`src/rtl/button_event_decoder.sv`:
```
// Button event decoder: turns one debounced button level into single-cycle
// short / double / long / auto-repeat events, plus a "held" level.
// Every output is registered. The state, counter and outputs are all updated
// together in a single clocked process.
module button_event_decoder #(
  parameter int unsigned CNT_W         = 26,
  parameter int unsigned LONG_CYCLES   = 50_000_000,
  parameter int unsigned REPEAT_CYCLES = 12_500_000,
  parameter int unsigned GAP_CYCLES    = 15_000_000,
  parameter bit          DOUBLE_EN     = 1'b1
) (
  input  logic clk,
  input  logic reset,
  input  logic en,
  input  logic db_level,
  output logic short_tick,
  output logic double_tick,
  output logic long_tick,
  output logic repeat_tick,
  output logic held
);

  typedef enum logic [2:0] {
    IDLE     = 3'd0,
    PRESS    = 3'd1,
    LONG     = 3'd2,
    GAP      = 3'd3,
    WAIT_REL = 3'd4
  } state_t;

  // Terminal counts: the threshold is reached on the edge where cnt equals N-1.
  localparam logic [CNT_W-1:0] LONG_LAST   = CNT_W'(LONG_CYCLES - 1);
  localparam logic [CNT_W-1:0] REPEAT_LAST = CNT_W'(REPEAT_CYCLES - 1);
  localparam logic [CNT_W-1:0] GAP_LAST    = CNT_W'(GAP_CYCLES - 1);

  state_t           state;
  logic [CNT_W-1:0] cnt;

  // Classify presses. Ticks default low each cycle, so every tick is one clock wide.
  // The held output is set from the state being entered, so it is in step with the state.
  always_ff @(posedge clk or negedge reset) begin
    if (!reset) begin
      state       <= IDLE;
      cnt         <= '0;
      short_tick  <= 1'b0;
      double_tick <= 1'b0;
      long_tick   <= 1'b0;
      repeat_tick <= 1'b0;
      held        <= 1'b0;
    end else begin
      short_tick  <= 1'b0;
      double_tick <= 1'b0;
      long_tick   <= 1'b0;
      repeat_tick <= 1'b0;
      held        <= 1'b0;
      if (!en) begin
        state <= IDLE;
        cnt   <= '0;
      end else begin
        case (state)
          IDLE: begin
            cnt <= '0;
            if (db_level) begin
              state <= PRESS;
              held  <= 1'b1;
            end
          end
          PRESS: begin
            // A release seen on the threshold edge beats the long-press threshold.
            if (!db_level) begin
              cnt <= '0;
              if (DOUBLE_EN) begin
                state <= GAP;
              end else begin
                state      <= IDLE;
                short_tick <= 1'b1;
              end
            end else if (cnt == LONG_LAST) begin
              state     <= LONG;
              long_tick <= 1'b1;
              cnt       <= '0;
              held      <= 1'b1;
            end else begin
              cnt  <= cnt + 1'b1;
              held <= 1'b1;
            end
          end
          LONG: begin
            if (!db_level) begin
              state <= IDLE;
              cnt   <= '0;
            end else begin
              held <= 1'b1;
              if (cnt == REPEAT_LAST) begin
                repeat_tick <= 1'b1;
                cnt         <= '0;
              end else begin
                cnt <= cnt + 1'b1;
              end
            end
          end
          GAP: begin
            if (db_level) begin
              state       <= WAIT_REL;
              double_tick <= 1'b1;
              cnt         <= '0;
              held        <= 1'b1;
            end else if (cnt == GAP_LAST) begin
              state      <= IDLE;
              short_tick <= 1'b1;
              cnt        <= '0;
            end else begin
              cnt <= cnt + 1'b1;
            end
          end
          WAIT_REL: begin
            cnt <= '0;
            if (!db_level) begin
              state <= IDLE;
            end else begin
              held <= 1'b1;
            end
          end
          default: begin
            state <= IDLE;
            cnt   <= '0;
          end
        endcase
      end
    end
  end

endmodule
```
`config.mk`:
```
export PLATFORM = sky130hd
export DESIGN_NAME = button_event_decoder
export DESIGN_NICKNAME = d
export VERILOG_FILES = /design/src/rtl/button_event_decoder.sv
export SDC_FILE = /design/constraint.sdc
export NUM_CORES = 1
export LEC_CHECK = 0
export CAP_MARGIN = 20
export CORE_ASPECT_RATIO = 0.5
export CORE_MARGIN = 2
export CORE_UTILIZATION = 50
export DETAILED_ROUTE_END_ITERATION = 8
export GPL_ROUTABILITY_DRIVEN = 0
export PLACE_DENSITY = 0.75
export SYNTH_ARGS = -nofsm -noshare
export SYNTH_HDL_FRONTEND = slang
export SYNTH_SLANG_ARGS = --single-unit
```
`constraint.sdc`:
```
create_clock -name clk -period 5.4 [get_ports clk]
set_input_delay 1.08 -clock clk [delete_from_list [all_inputs] [get_ports clk]]
set_output_delay 1.08 -clock clk [all_outputs]
set_load 0.05 [all_outputs]
```
==> results.py <==
metrics = {
    "synthesis": {
        "seq_area_frac_synth_pct": 48.3,
        "synth_largest_area_cell": "dfrtp_1",
        "ys_warn_count": 0,
        "synth.avg_cell_area_um2": 9.73,
        "ys_types": 34,
        "synth-seq-cells": 34,
        "syn_nets": 186,
        "synth_cells": 181,
        "synth_area_leaders": "dfrtp_1 48%, xor2_1 9.0%, nor2_1 7.0%",
        "synth_top_area_share_pct": 48.3,
        "netlist_area_um2": 1760,
    },
    "timing": {
        "finalSetupViolCount": 0,
        "slew_headroom_pct": 21.5,
        "drv_slew": 0,
        "fin_skew_ns": 0.00250,
        "fin_ws_ns": 2.90,
        "tightest_slew_ns": 1.17,
        "finalCriticalPeriod_ns": 2.50,
        "fmax_ghz": 0.401,
        "tns_ns": 0,
        "hold_violations": 0,
        "rsz0062_at_grt": "false",
        "period_share_pct": 46.2,
    },
    "power": {
        "pwr-share-seq_pct": 52.8,
        "ir_drop_uv": 90.2,
        "clkPwrFrac_pct": 39.0,
        "power_density_nw_per_um2": 255,
        "p_comb_share_pct": 8.1,
        "switchingPower_uw": 124,
        "p_leak_nw": 0.775,
        "p_int_uw": 378,
        "power_switching_share_pct": 24.6,
    },
    "setup_path": {
        "crit_path_end_kind": "primary output",
        "crit_fanout": 1,
        "crit_path_start": "double_tick",
        "crit_buf_inv": 1,
        "cpMaxStageDelayCell": "clkdlybuf4s50_1",
        "r2r_start": "cnt[10]",
        "worst-path-stages": 1,
        "arrival_ns": 1.42,
        "r2r_cells": 5,
        "critPathTopFamily": "buffers and inverters",
        "start_kind": "register",
        "rrSetupSlack_ns": 3.05,
        "endpoint": "double_tick",
        "slowest_delay_ns": 0.80,
        "crit_required_ns": 4.32,
        "worstReg2RegEnd": "cnt[21]",
        "crit_type": "register to primary output",
        "crit_chain": "clkdlybuf4s50_1",
    },
    "place": {
        "place_inst": 236,
        "hpwl_mm": 2.48,
        "numPortBuffers": 8,
        "pre_cts_ws_ns": 2.83,
    },
    "routing": {
        "drt-initial-drc-count": 100,
        "drtPass1Iterations": 5,
        "drc": 0,
        "detail-route-antenna-nets": 0,
        "wl_per_cell_um": 14.4,
        "via_per_inst": 5.64,
        "postRouteWirelength_mm": 3.52,
        "num_vias": 1377,
    },
    "clocking": {
        "cts_buffers": 5,
        "root_buffer": "clkbuf_8",
        "cts_resized": 0,
        "htreeDepth": 2,
        "hold_buffers": 0,
        "cts_tree": "done",
        "path_clk_slew_ns": 0.07,
        "clock_path_buffers": 2,
        "clk_latency_ns": 0.29,
        "post_cts_buffers": 0,
        "clock-sinks": 34,
    },
    "floorplan": {
        "fp.dieW_um": 87.9,
        "die_area_um2": 4040,
        "start_util_pct": 51.8,
        "ioPinCount": 9,
        "core-area_um2": 3400,
        "row_count": 15,
        "fp.dieH_um": 46.0,
    },
    "global_routing": {
        "grt_usage_pct": 19.9,
        "grt_pass1_wl_mm": 5.86,
        "grt_remaining_overflow": 0,
        "grt_max_degree": 35,
        "antenna_found_initial": 0,
        "grt_pass1_vias": 1233,
    },
    "outcome": {
        "outcome": "completed",
    },
    "layout": {
        "drive_gt1_share_pct": 6.74,
        "area_growth_pct": 11.9,
        "fill_cells": 273,
        "multi_input_area_um2": 872,
        "seq_area_um2": 851,
        "nets": 197,
        "n_antenna_cell": 0,
        "finalNonFillerCells": 244,
    },
    "hold_path": {
        "hold_class": "register to register",
    },
    "run": {
        "max_cap_violations": 0,
    },
}
==> layout make-up <==
| class | count | area share (%) |
|---|---|---|
| timing repair buffer | 9 | 4.45 |
| clock buffer | 7 | 4.38 |
| sequential | 34 | 43.2 |
| inverter | 1 | 0.191 |
| clock inverter | 1 | 0.254 |
| multi-input combinational | 141 | 44.3 |
| tap | 51 | 3.24 |
==> power by group through the flow <==
stage / Clock, mW / Combinational [mW] / Sequential (mW)
5_1_grt: 0.206 / 0.0458 / 0.266
3_5_place_dp: 0 / 0.0411 / 0.270
6_report: 0.196 / 0.0408 / 0.265
3_3_place_gp: 0 / 0.0403 / 0.269
2_1_floorplan: 0 / 0.0270 / 0.270
4_1_cts: 0.199 / 0.0414 / 0.265
==> state kept, by name, summed over array words and instances, names as in the netlist <==
register     flops
cnt             26
double_tick      1
short_tick       1
long_tick        1
held             1
state            3
repeat_tick      1
==> worst min-delay path by stage <==
stage	slack, ns	from	depth (start not counted)	endpoint
5_1_grt	0.55	cnt[0]	1	cnt[0]
3_5_place_dp	0.49	cnt[0]	1	cnt[0]
6_report	0.49	cnt[0]	1	cnt[0]
4_1_cts	0.50	cnt[0]	1	cnt[0]
2_1_floorplan	0.45	cnt[0]	1	cnt[0]
3_3_place_gp	0.47	cnt[0]	1	cnt[0]
==> logic make-up after synthesis <==
kind of cell               Yosys count  share of synthesized area, %
and+or+nand+nor                    105                          30.5
buffers and inverters                6                          2.13
AOI/OAI and AO/OA                   11                          6.40
adders and majority gates            1                         0.711
DFF                                 34                          48.3
xor gates and xnor gates            24                          11.9
==> synth_stat cells <==
cell type  count
or4b_4         1
nor3b_1        1
buf_6          2
nand3_1       11
o211ai_1       1
and2_1         2
inv_1          1
and3_1         7
o21a_1         1
nand4_1        8
nand4b_1       1
nand3b_1       2
nor2_1        33
o41ai_4        1
a21oi_1        3
xor2_1        18
a32o_1         1
a21boi_0       1
or2_2          1
clkbuf_1       3
dfrtp_1       34
nor3_1         5
o31ai_2        1
and4b_1        1
a31o_4         1
ha_1           1
and4_1         3
xnor2_1        6
or3_1          2
nor4_1         6
nand2b_1       2
o31ai_1        1
nor4b_1        1
nand2_1       18
==> through the flow <==
step	area, µm²	power, mW	util [%]	hold WS (ns)
floorplan	1760	0.297	-	0.450
global placement	1880	0.310	55.3	0.469
detailed placement	1880	0.311	55.3	0.487
CTS	1970	0.506	58.0	0.496
global route	1970	0.518	58.0	0.551
finish	1970	0.501	58.0	0.492
==> cell usage in the layout, fill, tap and decap left out, drive strengths merged, types with 2 or more instances in the layout <==
cell           count
dfrtp             34
nor2              33
nand2             18
xor2              18
nand3             11
nand4              8
clkdlybuf4s50      8
and3               7
clkbuf             7
nor4               6
xnor2              6
nor3               5
and4               3
a21oi              3
nand3b             2
nand2b             2
or3                2
and2               2
o31ai              2
==> routing by layer <==
metal  vias to the layer above  wire [µm]  track usage (%)
li1                        658          -                -
met5                         -          0                0
met4                         0         38             9.23
met3                         5        181             4.89
met1                       679       1800             27.3
met2                        35       1490             30.0
No activity file was read; power rests on OpenSTA's default activity.
